### src/rtl/fifo_loader.sv
// Transmit side of a row delay FIFO: latches a DEPTH-word row in one handshake,
// then emits optional leading zero beats followed by the row, one word per cycle.
module fifo_loader #(
    parameter int  DEPTH = 8,
    parameter int  BITS  = 64,
    localparam int SKW_W = $clog2(DEPTH + 1),
    localparam int CNT_W = $clog2(2 * DEPTH + 1)
) (
    input  logic                  clk_i,
    input  logic                  rst_i,
    input  logic                  in_valid_i,
    output logic                  in_ready_o,
    input  logic [DEPTH*BITS-1:0] in_data_i,
    input  logic [SKW_W-1:0]      in_skew_i,
    input  logic                  stall_i,
    output logic                  fifo_en_o,
    output logic [BITS-1:0]       fifo_d_o,
    output logic                  busy_o,
    output logic                  done_o,
    output logic [CNT_W-1:0]      beat_cnt_o
);
    localparam int IDX_W = (DEPTH > 1) ? $clog2(DEPTH) : 1;

    typedef enum logic [1:0] {IDLE, PAD, SEND, DONE} state_e;

    state_e                        state_q, state_d;
    logic [DEPTH-1:0][BITS-1:0]    row_q, row_d;
    logic [SKW_W-1:0]              pad_q, pad_d;
    logic [SKW_W-1:0]              k_q, k_d;
    logic [CNT_W-1:0]              beat_q, beat_d;
    logic                          en_q, en_d;
    logic [BITS-1:0]               d_q, d_d;
    logic                          accept;
    logic [SKW_W-1:0]              skew_c;
    logic [IDX_W-1:0]              k_idx;

    assign accept = in_valid_i && in_ready_o;
    assign skew_c = (in_skew_i > SKW_W'(DEPTH)) ? SKW_W'(DEPTH) : in_skew_i;
    assign k_idx  = k_q[IDX_W-1:0];

    always_ff @(posedge clk_i) begin
        if (rst_i) begin
            state_q <= IDLE;
            row_q   <= '0;
            pad_q   <= '0;
            k_q     <= '0;
            beat_q  <= '0;
            en_q    <= 1'b0;
            d_q     <= '0;
        end else begin
            state_q <= state_d;
            row_q   <= row_d;
            pad_q   <= pad_d;
            k_q     <= k_d;
            beat_q  <= beat_d;
            en_q    <= en_d;
            d_q     <= d_d;
        end
    end

    // State names the beat being presented this cycle; the accept edge already emits beat 0.
    always_comb begin
        state_d = state_q;
        case (state_q)
            IDLE: if (accept) state_d = (skew_c != '0) ? PAD : SEND;
            PAD:  if (!stall_i && pad_q == '0) state_d = SEND;
            SEND: if (!stall_i && k_q == SKW_W'(DEPTH)) state_d = DONE;
            DONE: state_d = IDLE;
            default: state_d = IDLE;
        endcase
    end

    always_comb begin
        row_d  = row_q;
        pad_d  = pad_q;
        k_d    = k_q;
        beat_d = beat_q;
        en_d   = 1'b0;
        d_d    = d_q;
        case (state_q)
            IDLE: begin
                if (accept) begin
                    row_d  = in_data_i;
                    beat_d = '0;
                    en_d   = 1'b1;
                    if (skew_c != '0) begin
                        d_d   = '0;
                        pad_d = skew_c - 1'b1;
                        k_d   = '0;
                    end else begin
                        d_d   = in_data_i[BITS-1:0];
                        pad_d = '0;
                        k_d   = SKW_W'(1);
                    end
                end
            end
            PAD: begin
                // beat_cnt counts completed en cycles, so it reads 0 right after accept
                beat_d = beat_q + CNT_W'(en_q);
                if (!stall_i) begin
                    en_d = 1'b1;
                    if (pad_q != '0) begin
                        d_d   = '0;
                        pad_d = pad_q - 1'b1;
                    end else begin
                        d_d = row_q[0];
                        k_d = SKW_W'(1);
                    end
                end
            end
            SEND: begin
                beat_d = beat_q + CNT_W'(en_q);
                if (!stall_i && k_q != SKW_W'(DEPTH)) begin
                    en_d = 1'b1;
                    d_d  = row_q[k_idx];
                    k_d  = k_q + 1'b1;
                end
            end
            default: ;
        endcase
    end

    always_comb begin
        in_ready_o = (state_q == IDLE) && !rst_i;
        busy_o     = (state_q != IDLE);
        done_o     = (state_q == DONE);
    end

    assign fifo_en_o  = en_q;
    assign fifo_d_o   = d_q;
    assign beat_cnt_o = beat_q;
endmodule
### config.mk
export PLATFORM = sky130hd
export DESIGN_NAME = fifo_loader
export DESIGN_NICKNAME = d
export VERILOG_FILES = /design/src/rtl/fifo_loader.sv
export SDC_FILE = /design/constraint.sdc
export NUM_CORES = 1
export LEC_CHECK = 0
export ABC_CLOCK_PERIOD_IN_PS = 4000
export CAP_MARGIN = 20
export CELL_PAD_IN_SITES_DETAIL_PLACEMENT = 0
export CELL_PAD_IN_SITES_GLOBAL_PLACEMENT = 2
export CORE_MARGIN = 10
export CORE_UTILIZATION = 39
export DETAILED_ROUTE_END_ITERATION = 12
export DONT_BUFFER_PORTS = 1
export GPL_TIMING_DRIVEN = 1
export PLACE_DENSITY = 0.81
export RECOVER_POWER = 25
export SLEW_MARGIN = 20
export SYNTH_ARGS = -nofsm -noshare
export SYNTH_HDL_FRONTEND = slang
export SYNTH_SLANG_ARGS = --single-unit
### constraint.sdc
create_clock -name clk_i -period 4 [get_ports clk_i]
set_input_delay 0.8 -clock clk_i [delete_from_list [all_inputs] [get_ports clk_i]]
set_output_delay 0.8 -clock clk_i [all_outputs]
set_load 0.01 [all_outputs]
==> results.txt <==
CP endpoint kind: flip-flop
Number of cell rows: 93
Pre-antenna DRT Iters: 6
Max-Cap Viols: 3
Total global-route track usage: 0.249
H-tree Lvls: 3
Initial antenna violation count: 20
Starting Density: 0.395
Layout area overhead: 9.82%
Placer congestion estimate: 0.909
Post-synth EDFFs: 0
Mapped Cells: 3226
Nets: 3589
Iteration-0 DRC Markers: 1950
Sequential cell area fraction in the yosys report: 0.465
Global-route wire length before repair: 143 mm
Syn nets: 3757
Post-layout minimum cycle time: 3.51 ns
WP data arrival: 4.04 ns
Clk buf depth: 3
Die height: 276 um
Via count: 22400
CTS tree: built
Critical Path RT: 4.53 ns
Hold/Removal Path Class: in -> reg
Final period utilization: 0.878
Top_reg_cell synth: dfxtp_1
Worst slack, placed: 0.680 ns
Layout cells sized above 1: 0.0499
Clock Skews: 0.0126 ns
Core area: 64600 sq um
Failing checks: capacitance limit, slew limit
CTS Buf Count: 68
Share of flip-flops with an asynchronous set or reset: 0
Leak: 11.4 nW
Avg WL per Cell: 25.2 um
Post-synthesis area per instance: 7.90 sq um
Most frequent cells in the layout: nand2_1, dfxtp_1, nand3_1
Count of state elements after synthesis: 592
Vias in the first global route: 21400
Finished Core Util: 0.433
Synth top area share: 0.465
Design Power: 18.8 mW
Yosys top cell by area: dfxtp_1
Critical path startpoint category: flip-flop
Most common cell after layout, fill and taps aside: nand2_1
Routed Antenna Nets: 0
Total gr overflow: 0
Synth top area cells: dfxtp_1, nand2_1, mux2i_1
DP Cell Count: 3843
Setup TNS: 0 ns
Clock Sinks: 592
Boundary Pins: 593
Max-slew headroom: -0.436
Max Freq: 285 MHz
Postcts setup bufs: 0
Mapped Area: 25500 sq um
Die ar.: 76000 sq um
Final WS setup: 0.489 ns
Hold Vio Cnt, Final: 0
PortBufs: 0
Post-cts sizing count: 0
Worst-Margin Slew: 2.10 ns
Setup-failing EPs final: 0
Final wirelength: 99.8 mm
Clk slew on worst S/H paths: 0.06 ns
Chip width: 276 um
Outcome: finished, violations left
Synth warnings: 0
Worst-path maximum fanout: 52
Detailed placement HPWL: 72.2 mm
Cell Pwr Density: 673 nW/um^2
CTS Hold Bufs: 0
Residual DRC: 0
Clock latency on the worst-skew pair: 0.61 ns
Maximum number of pins on one net before global-route repair: 161
Finished Layout Cells: 3967
Pins Over Slew Limit: 168
Vias/cell: 5.65
Synth cell types: 52
Max IR drop VDD: 425 uV
RSZ-0062 raised after global routing: false
Clock root buffer: clkbuf_16
Worst setup path category: reg -> reg
-- flip-flops by register name, indices dropped and copies added (netlist names) --
name	cells
beat_cnt_o	5
fifo_d_o	64
fifo_en_o	1
k_q	4
pad_q	4
row_q	512
state_q	2
-- final cells by class --
type                       count  area, sq um
multi-input combinational   2344        12400
sequential                   592        11900
clock buffer                  92         1930
antenna                        8         20.0
clock inverter                24          234
timing repair buffer          38          434
tap                          855         1070
fill                        6582        36600
inverter                      14         60.1
-- layer usage --
| layer | vias up | track usage | routed length, um |
|---|---|---|---|
| li1 | 10700 | - | - |
| met1 | 10700 | 0.339 | 43500 |
| met2 | 858 | 0.371 | 44000 |
| met3 | 138 | 0.0817 | 9760 |
| met4 | 14 | 0.0732 | 2460 |
| met5 | - | 0 | 113 |
-- worst max-delay path: stages (launching register included) --
cell and delay, ns:
dfxtp_1 0.34, inv_1 0.11, ha_1 0.45, and3b_1 0.89
buf_12 0.32, clkbuf_2 0.80, nand2_1 0.32, nand2_1 0.13
-- stage by stage --
step | hold slack [ns] | instance area (sq um)
global placement | 0.441 | 25900
floorplan | 0.433 | 25500
CTS | 0.247 | 28000
global route | 0.255 | 28000
finish | 0.289 | 28000
detailed placement | 0.444 | 25900
-- logic make-up (layout without fill, tap and decap cells) --
kind of cell / count (synthesis) / count (layout) / synth area share
other: 0 / 8 / 0
AOI/OAI and AO/OA: 362 / 362 / 0.0944
and+or+nand+nor: 1711 / 1711 / 0.283
muxes: 258 / 258 / 0.101
adders and majority gates: 11 / 11 / 0.00540
xor gates and xnor gates: 2 / 2 / 0.000688
DFF: 592 / 592 / 0.465
buffers and inverters: 290 / 168 / 0.0502
-- power breakdown --
part           total, mW  switching, mW  internal, mW
registers           8.36           1.12          7.24
logic               4.31           2.96          1.35
clock network       6.16           2.52          3.64
-- synthesized netlist by cell type, types with 13 or more instances --
library cell  number
inv_1             13
dfxtp_1          592
a21oi_1          136
nor2_1           137
a211oi_1          67
o22ai_1           64
buf_2            107
buf_1             75
a311oi_1          65
mux2i_1          258
clkbuf_1          79
buf_4             14
nand2_1         1027
nand3_1          516
-- final timing paths --
path,start,to,slack [ns],cells after the start
min,in_data_i[15],row_q[15],0.29,2
max reg2reg,state_q[0],row_q[213],0.49,7
max,state_q[0],row_q[213],0.49,7
min reg2reg,row_q[94],row_q[94],0.45,2
(Power assumes the default switching activity.)
